==> config.mk <==
export PLATFORM = sky130hd
export DESIGN_NAME = ex_mult_seq
export DESIGN_NICKNAME = d
export VERILOG_FILES = /design/src/rtl/mult_pkg.sv /design/src/rtl/mult_slice_pp.sv /design/src/rtl/ex_mult_seq.sv
export SDC_FILE = /design/constraint.sdc
export NUM_CORES = 1
export LEC_CHECK = 0
export ABC_CLOCK_PERIOD_IN_PS = 9600
export CAP_MARGIN = 20
export CORE_ASPECT_RATIO = 1.2
export CORE_MARGIN = 2
export CORE_UTILIZATION = 50
export CTS_BUF_LIST = sky130_fd_sc_hd__clkbuf_2 sky130_fd_sc_hd__clkbuf_4 sky130_fd_sc_hd__clkbuf_8
export DETAILED_ROUTE_END_ITERATION = 16
export GPL_TIMING_DRIVEN = 0
export HOLD_SLACK_MARGIN = 0.06
export PLACE_DENSITY = 0.68
export SLEW_MARGIN = 40
export SYNTH_ARGS = -nofsm -noshare
export SYNTH_HDL_FRONTEND = slang
export SYNTH_SLANG_ARGS = --single-unit
==> constraint.sdc <==
create_clock -name clk -period 9.6 [get_ports clk]
set_clock_uncertainty 0.15 [all_clocks]
set_input_delay 0.96 -clock clk [delete_from_list [all_inputs] [get_ports clk]]
set_output_delay 0.96 -clock clk [all_outputs]
set_load 0.01 [all_outputs]
==> src/rtl/mult_pkg.sv <==
// Shared types and constants for the iterative EX-stage multiplier.
// Latency: n/a (declarations only).
// Backpressure: n/a.
package mult_pkg;

    typedef enum logic [1:0] {
        ST_IDLE = 2'd0,
        ST_BUSY = 2'd1,
        ST_DONE = 2'd2
    } state_t;

    // RV32M multiply selectors (funct3[2] = 0 covers the multiply group)
    localparam logic [2:0] F3_MUL    = 3'b000;
    localparam logic [2:0] F3_MULH   = 3'b001;
    localparam logic [2:0] F3_MULHSU = 3'b010;
    localparam logic [2:0] F3_MULHU  = 3'b011;

    // Decode constants used upstream to form mul_en
    localparam logic [6:0] OPC_RTYPE = 7'b0110011;
    localparam logic [6:0] F7_MULDIV = 7'b0000001;

    localparam int MULT_STEPS = 4;

endpackage

==> src/rtl/mult_slice_pp.sv <==
// Combinational partial product of the multiplicand and one multiplier slice.
// Latency: 0 cycles (pure combinational).
// Backpressure: none; output follows inputs.
module mult_slice_pp #(
    parameter int A_W = 32,
    parameter int S_W = 8
) (
    input  logic [A_W-1:0]     a,
    input  logic [S_W-1:0]     b_slice,
    output logic [A_W+S_W-1:0] pp
);

    // Both operands zero-extended to the full product width before multiplying
    always_comb begin
        pp = {{S_W{1'b0}}, a} * {{A_W{1'b0}}, b_slice};
    end

endmodule

==> src/rtl/ex_mult_seq.sv <==
// Iterative RV32M multiplier (MUL/MULH/MULHSU/MULHU), one 8-bit multiplier slice per cycle.
// Latency: 5 stall cycles (latch + 4 steps), result in 6th cycle; MULT_EARLY_OUT_EN ends early when upper slices are zero.
// Backpressure: raises stall_req while busy so the hazard unit freezes PC, IF/ID and ID/EX.
module ex_mult_seq
    import mult_pkg::*;
#(
    parameter int DATA_W  = 32,
    parameter int SLICE_W = 8
) (
    input  logic              clk,
    input  logic              arst_n,
    input  logic              mul_en,
    input  logic [2:0]        funct3,
    input  logic [DATA_W-1:0] op_a,
    input  logic [DATA_W-1:0] op_b,
    input  logic              flush,
    output logic              stall_req,
    output logic [DATA_W-1:0] result,
    output logic              result_valid
);

    localparam int STEPS = DATA_W / SLICE_W;
    localparam int CNT_W = (STEPS > 1) ? $clog2(STEPS) : 1;
    localparam int ACC_W = 2 * DATA_W;
    localparam int PP_W  = DATA_W + SLICE_W;

    state_t              state_q, state_d;
    logic [CNT_W-1:0]    cnt_q, cnt_d;
    logic [ACC_W-1:0]    acc_q, acc_d;
    logic [DATA_W-1:0]   a_mag_q, a_mag_d;
    logic [DATA_W-1:0]   b_mag_q, b_mag_d;
    logic                neg_q, neg_d;
    logic [2:0]          f3_q, f3_d;
    logic [DATA_W-1:0]   result_q, result_d;

    logic                sign_a, sign_b;
    logic [SLICE_W-1:0]  b_slice;
    logic [PP_W-1:0]     pp;
    logic [ACC_W-1:0]    pp_shifted;
    logic [DATA_W-1:0]   b_rem;
    logic                last_step;
    logic [ACC_W-1:0]    acc_signed;
    logic [DATA_W-1:0]   result_sel;

    mult_slice_pp #(
        .A_W (DATA_W),
        .S_W (SLICE_W)
    ) u_slice_pp (
        .a       (a_mag_q),
        .b_slice (b_slice),
        .pp      (pp)
    );

    // Datapath helpers: operand signs, current slice, shifted partial product, final selection
    always_comb begin
        sign_a     = ((funct3 == F3_MULH) || (funct3 == F3_MULHSU)) && op_a[DATA_W-1];
        sign_b     = (funct3 == F3_MULH) && op_b[DATA_W-1];
        b_slice    = SLICE_W'(b_mag_q >> (int'(cnt_q) * SLICE_W));
        pp_shifted = {{(ACC_W-PP_W){1'b0}}, pp} << (int'(cnt_q) * SLICE_W);
        // Multiplier bits above the slice being consumed this cycle
        b_rem      = b_mag_q >> ((int'(cnt_q) + 1) * SLICE_W);
`ifdef MULT_EARLY_OUT_EN
        last_step  = (cnt_q == CNT_W'(STEPS - 1)) || (b_rem == '0);
`else
        last_step  = (cnt_q == CNT_W'(STEPS - 1));
`endif
        acc_signed = neg_q ? (~acc_q + {{(ACC_W-1){1'b0}}, 1'b1}) : acc_q;
        // Low half is sign-agnostic, so MUL takes the raw magnitude product
        result_sel = (f3_q == F3_MUL) ? acc_q[DATA_W-1:0] : acc_signed[ACC_W-1:DATA_W];
    end

    // State register and datapath flops
    always_ff @(posedge clk or negedge arst_n) begin
        if (!arst_n) begin
            state_q  <= ST_IDLE;
            cnt_q    <= '0;
            acc_q    <= '0;
            a_mag_q  <= '0;
            b_mag_q  <= '0;
            neg_q    <= 1'b0;
            f3_q     <= F3_MUL;
            result_q <= '0;
        end else begin
            state_q  <= state_d;
            cnt_q    <= cnt_d;
            acc_q    <= acc_d;
            a_mag_q  <= a_mag_d;
            b_mag_q  <= b_mag_d;
            neg_q    <= neg_d;
            f3_q     <= f3_d;
            result_q <= result_d;
        end
    end

    // Next-state and datapath update
    always_comb begin
        state_d  = state_q;
        cnt_d    = cnt_q;
        acc_d    = acc_q;
        a_mag_d  = a_mag_q;
        b_mag_d  = b_mag_q;
        neg_d    = neg_q;
        f3_d     = f3_q;
        result_d = result_q;
        if (flush) begin
            state_d = ST_IDLE;
        end else begin
            case (state_q)
                ST_IDLE: begin
                    if (mul_en) begin
                        a_mag_d = sign_a ? (~op_a + {{(DATA_W-1){1'b0}}, 1'b1}) : op_a;
                        b_mag_d = sign_b ? (~op_b + {{(DATA_W-1){1'b0}}, 1'b1}) : op_b;
                        neg_d   = sign_a ^ sign_b;
                        f3_d    = funct3;
                        acc_d   = '0;
                        cnt_d   = '0;
                        state_d = ST_BUSY;
                    end
                end
                ST_BUSY: begin
                    acc_d = acc_q + pp_shifted;
                    cnt_d = cnt_q + {{(CNT_W-1){1'b0}}, 1'b1};
                    if (last_step) begin
                        state_d = ST_DONE;
                    end
                end
                ST_DONE: begin
                    result_d = result_sel;
                    state_d  = ST_IDLE;
                end
                default: begin
                    state_d = ST_IDLE;
                end
            endcase
        end
    end

    // Outputs: stall while latching or stepping, pulse valid in DONE unless flushed
    always_comb begin
        stall_req    = 1'b0;
        result_valid = 1'b0;
        result       = result_q;
        if (!flush) begin
            case (state_q)
                ST_IDLE: stall_req = mul_en;
                ST_BUSY: stall_req = 1'b1;
                ST_DONE: begin
                    result_valid = 1'b1;
                    result       = result_sel;
                end
                default: stall_req = 1'b0;
            endcase
        end
    end

endmodule

# Yosys cells after proc, flatten, opt, wreduce, memory -nomap -nowiden
# Index checks and enable logic that the tools add are counted.
[totals]
reg_bits = 168
in_bits = 71
output_inout_bits = 34
elab_cells = 56
[classes]
addsub = 5
n_mul = 1
eq_ne = 8
shifts = 2
mux = 18
bitwise_logic = 5
reduce_logical = 9
[ops]
columns = ["operator", "n"]
rows = [
  ["32-bit two-way mux", 5],
  ["64-bit two-way mux", 2],
  ["64-bit one-hot mux with 2 select lines", 1],
  ["32-bit by 1-bit adder with 32-bit output, second input constant", 2],
  ["64-bit by 1-bit adder with 64-bit output, second input constant", 1],
  ["64-bit adder", 1],
  ["32-bit NOT", 2],
  ["64-bit NOT", 1],
  ["40-bit by 5-bit << shifter with 64-bit output", 1],
  ["32-bit by 8-bit multiplier with 40-bit output", 1],
  ["32-bit by 5-bit >> shifter with 8-bit output", 1],
  ["2-bit two-way mux", 4],
  ["2-bit one-hot mux with 2 select lines", 2],
  ["3-bit != test, second input constant", 2],
  ["3-bit AND reduction", 2],
  ["2-bit == test, second input constant", 2],
  ["3-bit by 1-bit == test with 1-bit output, second input constant", 1],
  ["3-bit by 2-bit == test with 1-bit output, second input constant", 1],
  ["3-bit logical NOT", 1],
  ["1-bit two-way mux", 3],
  ["2-bit by 1-bit adder with 2-bit output, second input constant", 1],
  ["2-bit by 1-bit == test with 1-bit output, second input constant", 1],
  ["1-bit logical AND", 2],
  ["2-bit logical NOT", 1],
  ["other kinds (7)", 7],
]

# Logic depth before layout (Yosys ltp)
# Gate-level depths: netlist of the first run.
[logic_depth]
ltp_word = 6
mapped_depth = 35

# Modules after synthesis
# A second synthesis of the first run with hierarchy kept.
[unflattened]
hier_cells = 2500
hier_area_um2 = 20951.3
[modules_own_cells]
columns = ["module", "n_inst", "cells_per_inst", "area_each_um2"]
rows = [
  ["ex_mult_seq", 1, 1565, 12817.3],
  ["mult_slice_pp", 1, 935, 8134.1],
]

# Worst setup path after synthesis of the first run
# Ideal clock, no wire load.
[synth_timing]
kind = "register to register"
start = "register cnt_q[0]"
end = "register acc_q[63]"
arrival_time_ps = 8542
path_slack_ps = 838
stages_incl_launch_ff = 33
n_path_buf = 2
synth_period_minus_slack_ps = 8762
path_cell_list = "dfrtp_1 clkbuf_1 mux4_2 clkbuf_1 and2_1 fa_1 fa_1 fa_1 inv_1 fa_1 inv_1 ha_1 a2111oi_2 o21ai_1 a221oi_2 o21ai_1 a211o_1 a31o_1 a21oi_1 xor2_1 mux2_2 mux2i_1 ha_1 nand2_1 o21ai_0 a221oi_1 o221ai_2 a211o_1 o21ai_1 o31ai_2 o221ai_1 or4_1 nand4_1"
[synth_between]
elab_chain_cells = 5
[synth_rtl]
columns = ["element", "line", "text"]
rows = [
  ["start, declared", "ex_mult_seq.sv:28", "logic [CNT_W-1:0] cnt_q, cnt_d;"],
  ["start signal, assigned", "ex_mult_seq.sv:85", "cnt_q <= cnt_d;"],
  ["32-bit by 5-bit >> shifter with 8-bit output", "ex_mult_seq.sv:58", "b_slice = SLICE_W'(b_mag_q >> (int'(cnt_q) * SLICE_W));"],
  ["32-bit by 8-bit multiplier with 40-bit output", "mult_slice_pp.sv:15", "pp = {{S_W{1'b0}}, a} * {{A_W{1'b0}}, b_slice};"],
  ["40-bit by 5-bit << shifter with 64-bit output (*)", "ex_mult_seq.sv:59", "pp_shifted = {{(ACC_W-PP_W){1'b0}}, pp} << (int'(cnt_q) * SLICE_W);"],
  ["64-bit adder (*)", "ex_mult_seq.sv:121", "acc_d = acc_q + pp_shifted;"],
  ["64-bit one-hot mux with 2 select lines (*)", "ex_mult_seq.sv:108", "case (state_q)"],
  ["end signal, assigned", "ex_mult_seq.sv:77", "acc_q <= '0;"],
  ["end signal, assigned", "ex_mult_seq.sv:86", "acc_q <= acc_d;"],
  ["end, declared", "ex_mult_seq.sv:29", "logic [ACC_W-1:0] acc_q, acc_d;"],
]
# Every way passes the cells marked *; elsewhere a longest branch is shown, timed or not.
# A chain may end at the register's enable or synchronous reset.

# Worst setup path after layout of the first run
[layout_timing]
start = "register cnt_q[0]"
end = "register acc_q[58]"
# Same word-level chain as after synthesis.

==> impl_metrics.tcl, run 1 <==
set metrics [dict create \
    status "finished, final reports clean" \
    fin_crit_ns 9.37 \
    first_iter_violations 1322 \
    clk_latency_ns 0.56 \
    groute.usage.overall_pct 30.9 \
    grt_max_degree 77 \
    slowest_stage "mux4_2" \
    dp.cells 3203 \
    initial_utilization_pct 50.6 \
    synth_seq_cells 168 \
    fin_ws_ns 0.230 \
    overflow 0 \
    regArea_sq_mm 0.00421 \
    synth_area_sq_mm 0.0211 \
    synth_edf_count 0 \
    cts_buffer_depth 2 \
    grt_pass1_wl_um 104000 \
    drive_gt1_share_pct 6.97 \
    ant_nets 0 \
    rr_worst_depth 32 \
    finalHoldViolCount 0 \
    post-route-period-util_pct 97.6 \
    io_buffers 104 \
    stdcell_count 3256 \
    tightest_slew_ns 0.839 \
    grt_pass1_vias 19229 \
    post-dp-hpwl_um 54400 \
    drc 0 \
    start_kind "flip-flop" \
    ctsHoldBuffers 0 \
    wl_um 66700 \
    ff2ff_setup_slack_ns 0.23 \
    cts_root_buf "clkbuf_8" \
    nFillCells 3895 \
    grt_setup_unrepaired "true" \
    grt_antenna_before_repair 0 \
    max_cap_violations 0 \
    setup_viol 0 \
    via_count 19030 \
    worstReg2RegEnd "acc_q[58]$_DFFE_PN0P_" \
    slew_headroom_pct 44.0 \
    yosysUniqueCellTypes 84 \
    pin_count 105 \
    syn2layout_area_growth_pct 13.0 \
    ys_seq_area_share_pct 19.9 \
    die_height_um 229 \
    cts_tree "built" \
    die_area_sq_mm 0.0438 \
    gp_congestion 0.972 \
    async_flop_share_pct 100 \
    multi_input_area_sq_mm 0.0159 \
    fmax_mhz 107 \
    routedWlPerCell_um 20.5 \
    hold_path_class "input port to asynchronous set/reset pin" \
    n_antenna_cell 0 \
    clk_transition_reported_paths_ns 0.12 \
    syn-num-nets 2936 \
    rr_startpoint "cnt_q[0]$_DFFE_PN0P_" \
    ys.flop_type "dfrtp_1" \
    postSynthAreaPerCell_sq_um 8.26 \
    max_stage_delay_ns 0.65 \
    die_w_um 191 \
    critPathMaxFanout 10 \
    firstDrtPassIters 8 \
    cts_buffers 17 \
    fin_nets 3082 \
    crit_arrival_ns 9.65 \
    h-tree-depth 4 \
    cp.required_ns 9.88 \
    coreArea_sq_mm 0.0417 \
    crit_top_cell "fa_1" \
    viasPerCell 5.84 \
    netlist_instances 2551 \
    row_count 82 \
    clock_sinks 168 \
    endpoint_kind "flip-flop" \
    ys_warn_count 0 \
    post-route-util_pct 57.2 \
    drv_slew 0 \
    dp_slack_ns -1.45 \
    whs_ns 0.110 \
    path_class "flip-flop to flip-flop" \
]
timing repair:
item	CTS	global route
endpoints found under the setup margin	41	28
resized for setup	38	69
buffers inserted	13	11
pin swaps	9	10
stage by stage:
stage	cell area, sq um	setup TNS [ns]
2_1_floorplan	21100	0
3_3_place_gp	22800	-23.87
3_5_place_dp	22900	-26.98
4_1_cts	23500	0
5_1_grt	23800	-0.309
6_report	23800	0
layer usage:
layer | vias to the layer above | track usage, % | share of wire [%]
li1 | 8894 | - | -
met1 | 9325 | 36.0 | 39
met2 | 624 | 53.8 | 51
met3 | 187 | 3.73 | 4.3
met4 | 0 | 18.4 | 6.1
met5 | - | 0 | 0
worst max path at each step:
stage	cells after the start	from	to
floorplan	32	cnt_q[0]$_DFFE_PN0P_	acc_q[63]$_DFFE_PN0P_
global placement	33	cnt_q[1]$_DFFE_PN0P_	acc_q[63]$_DFFE_PN0P_
detailed placement	33	cnt_q[1]$_DFFE_PN0P_	acc_q[63]$_DFFE_PN0P_
CTS	32	cnt_q[0]$_DFFE_PN0P_	acc_q[63]$_DFFE_PN0P_
global route	32	cnt_q[0]$_DFFE_PN0P_	acc_q[58]$_DFFE_PN0P_
finish	32	cnt_q[0]$_DFFE_PN0P_	acc_q[58]$_DFFE_PN0P_
synthesized netlist by cell type, types with 8 or more instances:
cell type  count  area, sq um
nand2b_1      12         75.1
dfrtp_1      168         4200
buf_2         11         55.1
a22o_1         9         78.8
mux2_2        10          113
o21bai_1      20          150
xor2_1        99          867
ha_1         133         1660
o41ai_1       12          105
nor3_1        34          170
nand4_1       22          138
o22ai_1       10         62.6
a31oi_1       22          138
xnor2_1       83          727
a211oi_1      13         97.6
and2_1       220         1380
o21ai_0      155          776
o31ai_1       16          120
o21a_1        12         90.1
mux4_2         8          180
nor4_1        22          138
mux2i_1       22          220
fa_1         181         3620
and3_1        12         75.1
clkbuf_1     101          379
o21ai_1       11         55.1
nand3_1       39          195
a21oi_1      220         1100
nor2_1       209          785
inv_1        229          860
a21o_1        53          398
nand2_1      268         1010
sequential cells by signal, indices dropped and copies added, names as in the netlist:
signal and flops:
a_mag_q 32, f3_q 3, result_q 32, acc_q 64, cnt_q 2, b_mag_q 32
state_q 2, neg_q 1
cell type report:
type / count / area share [%]
buffer: 114 / 2.03
clock buffer: 17 / 0.983
clock inverter: 15 / 0.657
inverter: 229 / 3.61
multi-input combinational: 2037 / 66.8
sequential: 168 / 17.7
tap: 546 / 2.87
timing repair buffer: 130 / 5.38
layout by cell type, fill, tap and decap left out, types with 17 or more instances in the layout:
cell,instances
a21o_1,53
a21oi_1,211
a31oi_1,22
and2_1,220
buf_4,27
clkbuf_1,83
clkbuf_8,17
clkdlybuf4s50_1,103
dfrtp_1,167
fa_1,181
ha_1,127
inv_1,229
mux2i_1,18
nand2_1,268
nand3_1,39
nand4_1,22
nor2_1,206
nor3_1,31
nor4_1,21
o21ai_0,146
o21bai_1,19
xnor2_1,77
xor2_1,97
kinds of logic (layout without fill, tap and decap cells):
family          after synthesis  after routing  share of synthesized area (%)
fa+ha+maj                   314            314                           25.1
simple gates                881            881                           20.4
compound gates              619            619                           18.2
mux                          40             40                           2.43
buf+inv                     346            505                           6.24
xor+xnor                    183            183                           7.64
flops                       168            168                           19.9
critical path, delay by kind of cell (launching register included):
family	cells	cell delay [ns]
muxes	3	1.15
xor gates and xnor gates	2	0.49
AOI/OAI and AO/OA	14	3.05
buffers and inverters	4	0.52
DFF	1	0.41
adders and majority gates	6	2.71
and+or+nand+nor	3	0.74
Power of run 1 is left out: the tool's default activity adds up to more than one toggle a clock period on the data nets, which glitch-free logic cannot reach.
==> inputs of run 2 (changes only) <==
- MAX_ROUTING_LAYER: default -> met4
- SETUP_SLACK_MARGIN: default -> 0.05
==> run 2 against run 1 <==
Non-clock buffer count is 8 higher. Critical path depth is 1 higher. Fmax is 0.84% higher. Via count is 1.1% lower. First-iteration DRC count is 4.9% lower. Largest cell class unchanged. Highest routed layer unchanged. Sequential share of layout area is 0.075 points lower. Die area stayed put. Register-to-register slack better by 0.08 ns. Setup slack better by 0.078 ns. Wire length is 1.0% lower.
==> impl_metrics.tcl, run 2 (synthesized netlist as in run 1, its figures left out) <==
set metrics [dict create \
    status "finished, final reports clean" \
    overflow 0 \
    ff2ff_setup_slack_ns 0.31 \
    initial_utilization_pct 50.6 \
    drive_gt1_share_pct 7.51 \
    routedWlPerCell_um 20.2 \
    io_buffers 104 \
    layout_common_cells "nand2_1 (268), inv_1 (229), and2_1 (220)" \
    wl_um 66000 \
    dp.cells 3203 \
    first_iter_violations 1257 \
    crit_top_cell "fa_1" \
    post-route-period-util_pct 96.8 \
    cp.required_ns 9.85 \
    start_kind "flip-flop" \
    viasPerCell 5.77 \
    cts_tree "built" \
    ctsHoldBuffers 0 \
    largest_reg_flops 64 \
    grt_pass1_wl_um 103000 \
    endpoint_kind "flip-flop" \
    path_class "flip-flop to flip-flop" \
    fin_setup_tns_ns 0 \
    groute.usage.overall_pct 31.4 \
    post-dp-hpwl_um 54200 \
    finalHoldViolCount 0 \
    coreArea_sq_mm 0.0417 \
    clock_sinks 168 \
    cts_root_buf "clkbuf_8" \
    max_stage_delay_ns 0.63 \
    regMostFlops "acc_q" \
    final_common_cell "nand2_1" \
    fin_crit_ns 9.29 \
    dp_slack_ns -1.37 \
    h-tree-depth 4 \
    firstDrtPassIters 5 \
    die_height_um 229 \
    tightest_slew_ns 0.796 \
    ant_nets 0 \
    drc 0 \
    fin_ws_ns 0.309 \
    grt_max_degree 77 \
    grt_pass1_vias 18919 \
    via_count 18829 \
    fmax_mhz 108 \
    gp_congestion 0.996 \
    syn2layout_area_growth_pct 13.4 \
    fin_nets 3090 \
    setup_viol 0 \
    n_antenna_cell 0 \
    drv_slew 0 \
    slew_headroom_pct 47.0 \
    grt_antenna_before_repair 0 \
    hold_path_class "input port to asynchronous set/reset pin" \
    row_count 82 \
    max_cap_violations 0 \
    die_area_sq_mm 0.0438 \
    critPathMaxFanout 10 \
    cts_buffers 17 \
    stdcell_count 3263 \
    crit_arrival_ns 9.54 \
    cts_buffer_depth 2 \
    grt_setup_unrepaired "true" \
    slowest_stage "mux4_2" \
    pin_count 105 \
    clk_latency_ns 0.54 \
    die_w_um 191 \
    clk_transition_reported_paths_ns 0.10 \
]
run 2: cell count changes in the layout (fill, tap and decap cells not counted), moves of 3 or more:
cell,change
inv_6,-5
a21oi_1,-3
buf_4,+4
clkinv_8,-3
o21ai_1,+4
ha_2,+3
clkinvlp_4,+4
a21oi_2,+3
o21ai_2,-3
run 2: timing repair:
action | in CTS | in global routing
buffers inserted | 10 | 19
setup endpoints to repair | 41 | 26
resized for setup | 47 | 83
endpoints found under the hold margin | 0 | 0
pin swaps | 7 | 24
run 2: path summary, 6_finish.rpt:
| check | startpoint | cells after the start | to |
|---|---|---|---|
| max | cnt_q[0]$_DFFE_PN0P_ | 33 | acc_q[61]$_DFFE_PN0P_ |
| min | arst_n | 1 | acc_q[51]$_DFFE_PN0P_ |
| max reg2reg | cnt_q[0]$_DFFE_PN0P_ | 33 | acc_q[61]$_DFFE_PN0P_ |
| min reg2reg | result_q[19]$_DFF_PN0_ | 2 | result_q[19]$_DFF_PN0_ |
| max in group asynchronous | arst_n | 2 | a_mag_q[6]$_DFFE_PN0P_ |
| min in group clk | result_q[19]$_DFF_PN0_ | 2 | result_q[19]$_DFF_PN0_ |
run 2: stage by stage:
step	util (%)	hold WS [ns]	instance area, sq um
floorplan	-	0.325	21100
global placement	54.7	0.325	22800
detailed placement	54.9	0.337	22900
CTS	56.5	0.101	23500
global route	57.4	0.129	23900
finish	57.4	0.134	23900
run 2: worst max-delay path, delay by kind of cell (launching register included):
family | cells | cell delay, ns
DFF | 1 | 0.40
AOI/OAI and AO/OA | 15 | 3.33
xor gates and xnor gates | 2 | 0.27
adders and majority gates | 6 | 2.79
buffers and inverters | 5 | 0.68
and+or+nand+nor | 2 | 0.32
muxes | 3 | 1.21
run 2: final cells by class:
type,instances,area (sq um)
well taps,546,683
inverters,229,860
clock buffers,19,262
plain buffers,117,522
fillers,3901,17700
clock inverters,12,141
flip-flops and latches,168,4200
repair buffers,135,1320
multi-input cells,2037,15900
run 2: metal layers:
layer | GRT usage (%) | up-vias | part of all wire [%]
met1 | 35.7 | 9186 | 40
met5 | - | - | 0
met3 | 3.24 | 178 | 3.8
li1 | - | 8931 | -
met2 | 54.1 | 534 | 51
met4 | 16.6 | 0 | 5.5
Power of run 2 is left out for the same reason.
